## src/rtl/ram_read_streamer.sv

```systemverilog
// Burst reader: streams a run of sync-read RAM words out over valid/ready.
// Hosts may write the RAM through this block while no burst is running.
module ram_read_streamer #(
  parameter int AWIDTH = 3,
  parameter int DWIDTH = 32
) (
  input  logic              clock_i,
  input  logic              reset_i,
  input  logic              start_i,
  input  logic [AWIDTH-1:0] base_addr_i,
  input  logic [AWIDTH:0]   length_i,
  input  logic              wr_en_i,
  input  logic [AWIDTH-1:0] wr_addr_i,
  input  logic [DWIDTH-1:0] wr_data_i,
  output logic              wr_accept_o,
  output logic [AWIDTH-1:0] ram_addr_o,
  output logic [DWIDTH-1:0] ram_din_o,
  output logic              ram_we_o,
  input  logic [DWIDTH-1:0] ram_dout_i,
  output logic              m_valid_o,
  output logic [DWIDTH-1:0] m_data_o,
  output logic              m_last_o,
  input  logic              m_ready_i,
  output logic              busy_o,
  output logic              done_o
);

  localparam logic [1:0] IDLE  = 2'd0;
  localparam logic [1:0] READ  = 2'd1;
  localparam logic [1:0] DRAIN = 2'd2;

  localparam logic [AWIDTH:0]   ONE_L = 1;
  localparam logic [AWIDTH-1:0] ONE_A = 1;

  logic [1:0]        state_q, state_d;
  logic [AWIDTH:0]   rem_q, rem_d;
  logic [AWIDTH-1:0] ptr_q, ptr_d;
  logic              infl_q, infl_d;
  logic              infl_last_q, infl_last_d;
  logic              done_q, done_d;
  logic [AWIDTH-1:0] addr_q;

  logic [DWIDTH-1:0] fdata_q [2];
  logic              flast_q [2];
  logic              rd_q, wr_q;
  logic [1:0]        cnt_q;

  logic              idle, go, zero, pop;
  logic [2:0]        occ;
  logic              rd_issue, issue, issue_last;
  logic [AWIDTH-1:0] issue_addr;

  // The first read of a burst is issued in the start cycle itself so the
  // first beat appears two cycles later; reset gates all request paths.
  always_comb begin
    idle        = (state_q == IDLE) && !reset_i;
    go          = idle && start_i && (length_i != '0);
    zero        = idle && start_i && (length_i == '0);
    wr_accept_o = idle && wr_en_i && !start_i;
    m_valid_o   = (cnt_q != 2'd0);
    m_data_o    = fdata_q[rd_q];
    m_last_o    = m_valid_o && flast_q[rd_q];
    pop         = m_valid_o && m_ready_i;
    occ         = {1'b0, cnt_q} + {2'b0, infl_q} - {2'b0, pop};
    rd_issue    = (state_q == READ) && (rem_q != '0) && (occ < 3'd2);
    issue       = go || rd_issue;
    issue_addr  = go ? base_addr_i : ptr_q;
    issue_last  = go ? (length_i == ONE_L) : (rem_q == ONE_L);
    ram_we_o    = wr_accept_o;
    ram_din_o   = wr_accept_o ? wr_data_i : '0;
    ram_addr_o  = wr_accept_o ? wr_addr_i :
                  issue       ? issue_addr : addr_q;
    busy_o      = (state_q != IDLE);
    done_o      = done_q;
  end

  // Burst sequencing: remaining count, read pointer and state.
  always_comb begin
    state_d     = state_q;
    rem_d       = rem_q;
    ptr_d       = ptr_q;
    infl_d      = issue;
    infl_last_d = issue && issue_last;
    done_d      = zero;
    unique case (state_q)
      IDLE: begin
        if (go) begin
          rem_d   = length_i - ONE_L;
          ptr_d   = base_addr_i + ONE_A;
          state_d = (length_i == ONE_L) ? DRAIN : READ;
        end
      end
      READ: begin
        if (rd_issue) begin
          rem_d = rem_q - ONE_L;
          ptr_d = ptr_q + ONE_A;
          if (rem_q == ONE_L) state_d = DRAIN;
        end
      end
      DRAIN: begin
        if (pop && m_last_o) begin
          state_d = IDLE;
          done_d  = 1'b1;
        end
      end
      default: state_d = IDLE;
    endcase
  end

  // Control registers.
  always_ff @(posedge clock_i or posedge reset_i) begin
    if (reset_i) begin
      state_q     <= IDLE;
      rem_q       <= '0;
      ptr_q       <= '0;
      infl_q      <= 1'b0;
      infl_last_q <= 1'b0;
      done_q      <= 1'b0;
      addr_q      <= '0;
    end else begin
      state_q     <= state_d;
      rem_q       <= rem_d;
      ptr_q       <= ptr_d;
      infl_q      <= infl_d;
      infl_last_q <= infl_last_d;
      done_q      <= done_d;
      addr_q      <= ram_addr_o;
    end
  end

  // Two-entry output FIFO; issue throttling keeps it from overflowing.
  always_ff @(posedge clock_i or posedge reset_i) begin
    if (reset_i) begin
      fdata_q[0] <= '0;
      fdata_q[1] <= '0;
      flast_q[0] <= 1'b0;
      flast_q[1] <= 1'b0;
      rd_q       <= 1'b0;
      wr_q       <= 1'b0;
      cnt_q      <= 2'd0;
    end else begin
      if (infl_q) begin
        fdata_q[wr_q] <= ram_dout_i;
        flast_q[wr_q] <= infl_last_q;
        wr_q          <= ~wr_q;
      end
      if (pop) rd_q <= ~rd_q;
      cnt_q <= cnt_q + {1'b0, infl_q} - {1'b0, pop};
    end
  end

endmodule
```

## config.mk

```make
export PLATFORM = sky130hd
export DESIGN_NAME = ram_read_streamer
export DESIGN_NICKNAME = d
export VERILOG_FILES = /design/src/rtl/ram_read_streamer.sv
export SDC_FILE = /design/constraint.sdc
export NUM_CORES = 1
export LEC_CHECK = 0
export CAP_MARGIN = 20
export CORE_UTILIZATION = 36
export CTS_BUF_LIST = sky130_fd_sc_hd__clkbuf_4
export DETAILED_ROUTE_END_ITERATION = 8
export PLACE_DENSITY = 0.66
export REMOVE_ABC_BUFFERS = 1
export SYNTH_ARGS = -nofsm -noshare
export SYNTH_HDL_FRONTEND = slang
export SYNTH_SLANG_ARGS = --single-unit
```

## constraint.sdc

```tcl
create_clock -name clock_i -period 7.08 [get_ports clock_i]
set_input_delay 1.416 -clock clock_i [delete_from_list [all_inputs] [get_ports clock_i]]
set_output_delay 1.416 -clock clock_i [all_outputs]
set_load 0.01 [all_outputs]
```

==> results.sh <==
export IMPL_outcome="finished with violations"
export IMPL_violations="design-rule violations"
export IMPL_place_gp_congestion=0.780
export IMPL_grt_pass1_vias=3359
export IMPL_coreArea_sq_um=11500
export IMPL_min_period_ns=5.88
export IMPL_dieWidth_um=111
export IMPL_wire_per_inst_um=14.9
export IMPL_start_util=0.373
export IMPL_rsz0062_at_grt="false"
export IMPL_maxCapViolations=0
export IMPL_report_final_slew_viol_count=0
export IMPL_drive_above_1_share=0.262
export IMPL_ant_nets=0
export IMPL_synth_most_common_cell="mux2_2"
export IMPL_drt_iter0_drc=100
export IMPL_cts_tree="built"
export IMPL_io_pins=152
export IMPL_grt_first_pass_wirelength_um=16000
export IMPL_cts_root_buf="clkbuf_4"
export IMPL_p_leak_uw=0.00252
export IMPL_tightest_slew_ns=0.960
export IMPL_cts_resized=0
export IMPL_area_growth_pct=40.6
export IMPL_yosys_area_top_type_share=0.495
export IMPL_synth_top_area_cell="dfrtp_1"
export IMPL_remaining_drc_errors=22
export IMPL_cp_start_kind="primary input"
export IMPL_min_path_type="flop to flop"
export IMPL_grt_overflow_total=0
export IMPL_ys_seq_area_frac=0.495
export IMPL_fp_dieH_um=111
export IMPL_reg2reg_slack_ns=4.14
export IMPL_grt_start_max_net_pins=86
export IMPL_cts_setup_buffers=0
export IMPL_synthTopCellsByArea="dfrtp_1, mux2_2, and2_1"
export IMPL_wl_um=9450
export IMPL_skew_ns=0.00779
export IMPL_synth_area_per_cell_sq_um=12.6
export IMPL_fin_crit_sh=0.831
export IMPL_syn_instance_count=340
export IMPL_cts_max_path_buffers=2
export IMPL_p_per_area_nw_per_um2=389
export IMPL_clk_pin_slew_worst_paths_ns=0.14
export IMPL_fin_util=0.525
export IMPL_io_buffers=151
export IMPL_syn_area_sq_um=4300
export IMPL_synth_warnings=0
export IMPL_via_count=3061
export IMPL_die_area_sq_um=12400
export IMPL_synthTopCellsByCount="mux2_2, dfrtp_1, and2_1"
export IMPL_cts_hold_buf=0
export IMPL_synthFlopType="dfrtp_1"
export IMPL_fp_row_count=39
export IMPL_antenna_found_initial=0
export IMPL_fin_tns_setup_ns=0
export IMPL_grt_busiest_layer="met2"
export IMPL_yosysUniqueCellTypes=46
export IMPL_gr_usage_met3=0.0361
export IMPL_peakVddDrop_v=0.000148
export IMPL_hold_ws_ns=0.495
export IMPL_fin_nets=575
export IMPL_htree_num_levels=3
export IMPL_gr_usage_met2=0.270
export IMPL_grt_util_met1=0.205
export IMPL_async_flop_share=1.00
export IMPL_drtPass1Iterations=6
export IMPL_numCtsBuffers=9
export IMPL_cp_arrival_ns=4.47
export IMPL_worstSkewPairLatency_ns=0.43
export IMPL_cp_data_required_time_ns=5.66
export IMPL_hold_viol=0
export IMPL_synth_seq_cells=85
export IMPL_setup_violations=0
export IMPL_synth_edf_count=0
export IMPL_critPathKind="primary input to primary output"
export IMPL_antenna_cells=0
export IMPL_crit_path_end_kind="primary output"
export IMPL_detail_route_vias_per_cell=4.82
export IMPL_fmax_ghz=0.170
export IMPL_crit_fanout=7
export IMPL_max_slew_margin=0.357
export IMPL_dpl_hpwl_um=6800
export IMPL_clock_sink_count=85
export IMPL_grtUsageTotal=0.163
-- logic make-up after synthesis --
family / after synthesis / synth area share
XOR/XNOR: 5 / 0.0102
adder cells (fa/ha/maj): 9 / 0.0279
AND/OR/NAND/NOR: 78 / 0.116
multiplexers: 102 / 0.267
flip-flops: 85 / 0.495
AO/OA/AOI/OAI: 26 / 0.0422
buffers and inverters: 35 / 0.0413
-- area by class of cell --
type | count | area (sq um)
timing repair buffer | 156 | 1560
multi-input combinational | 220 | 2000
clock buffer | 9 | 67.6
fill | 1013 | 5470
tap | 143 | 179
sequential | 85 | 2130
clock inverter | 7 | 56.3
inverter | 15 | 57.6
-- metrics by stage --
stage / cell area (sq um) / total power (uW) / worst slack [ns] / cells
after floorplan: 4180 / 1580 / 2.28 / 320
after global placement: 5900 / 2090 / 1.18 / 618
after detailed placement: 5900 / 2120 / 1.20 / 618
after CTS: 6020 / 2390 / 1.17 / 634
after global routing: 6040 / 2520 / 0.935 / 635
final: 6040 / 2350 / 1.20 / 635
-- flip-flops by register name, indices dropped and copies added (netlist names) --
signal and cells:
fdata_q 64, rem_q 4, addr_q 3, ptr_q 3, cnt_q 2, flast_q 2, state_q 2, done_o 1
infl_last_q 1, infl_q 1, rd_q 1, wr_q 1
-- worst paths after layout --
check / startpoint / end / cells past startpoint
setup / recovery: m_ready_i / ram_addr_o[0] / 13
min in group asynchronous: reset_i / state_q[0] / 3
hold / removal: wr_q / wr_q / 1
hold reg to reg: wr_q / wr_q / 1
setup reg to reg: cnt_q[1] / rem_q[0] / 11
max in group asynchronous: reset_i / fdata_q[50] / 4
-- power breakdown --
group | internal, uW | switching, uW | total (uW) | leakage [uW]
sequential | 724 | 131 | 855 | 0.00101
combinational | 757 | 484 | 1240 | 0.00145
clock | 77.1 | 177 | 254 | 0.0000629
total | 1560 | 792 | 2350 | 0.00252
-- layout by cell type, fill, tap and decap left out, drive strengths merged, types with 2 or more instances in the layout --
| cell type | netlist | layout |
|---|---|---|
| nor3 | 2 | 2 |
| or2b | 2 | 2 |
| o22ai | 3 | 3 |
| buf | 15 | 5 |
| ha | 8 | 8 |
| mux2 | 99 | 99 |
| nor3b | 3 | 3 |
| nand2b | 2 | 2 |
| mux2i | 3 | 3 |
| a32oi | 3 | 3 |
| clkinv | 0 | 2 |
| o21ai | 4 | 4 |
| nand2 | 13 | 13 |
| clkbuf | 5 | 9 |
| o2bb2ai | 2 | 2 |
| xor2 | 3 | 3 |
| o31ai | 2 | 2 |
| a21oi | 6 | 6 |
| a31oi | 2 | 2 |
| inv | 15 | 18 |
| nand3 | 6 | 6 |
| or3b | 2 | 2 |
| clkinvlp | 0 | 2 |
| clkdlybuf4s50 | 0 | 151 |
| and2 | 34 | 34 |
| nor4b | 2 | 2 |
| xnor2 | 2 | 2 |
| nor2 | 7 | 7 |
| dfrtp | 85 | 85 |
-- metal layers --
layer	routed length (um)	share of wire
met1	4180	0.44
met2	4530	0.48
met3	558	0.059
met4	182	0.019
met5	0	0
-- critical path: stages --
cell and delay [ns]:
clkdlybuf4s50_1 0.41, o21ai_0 0.19, inv_1 0.09, ha_1 0.28, inv_1 0.05, ha_1 0.13
inv_1 0.05, fa_1 0.37, xnor2_1 0.23, and4_4 0.35, nand2_1 0.09, a32oi_1 0.22
clkdlybuf4s50_1 0.59
Note: power is estimated with default switching activity, not from simulation.
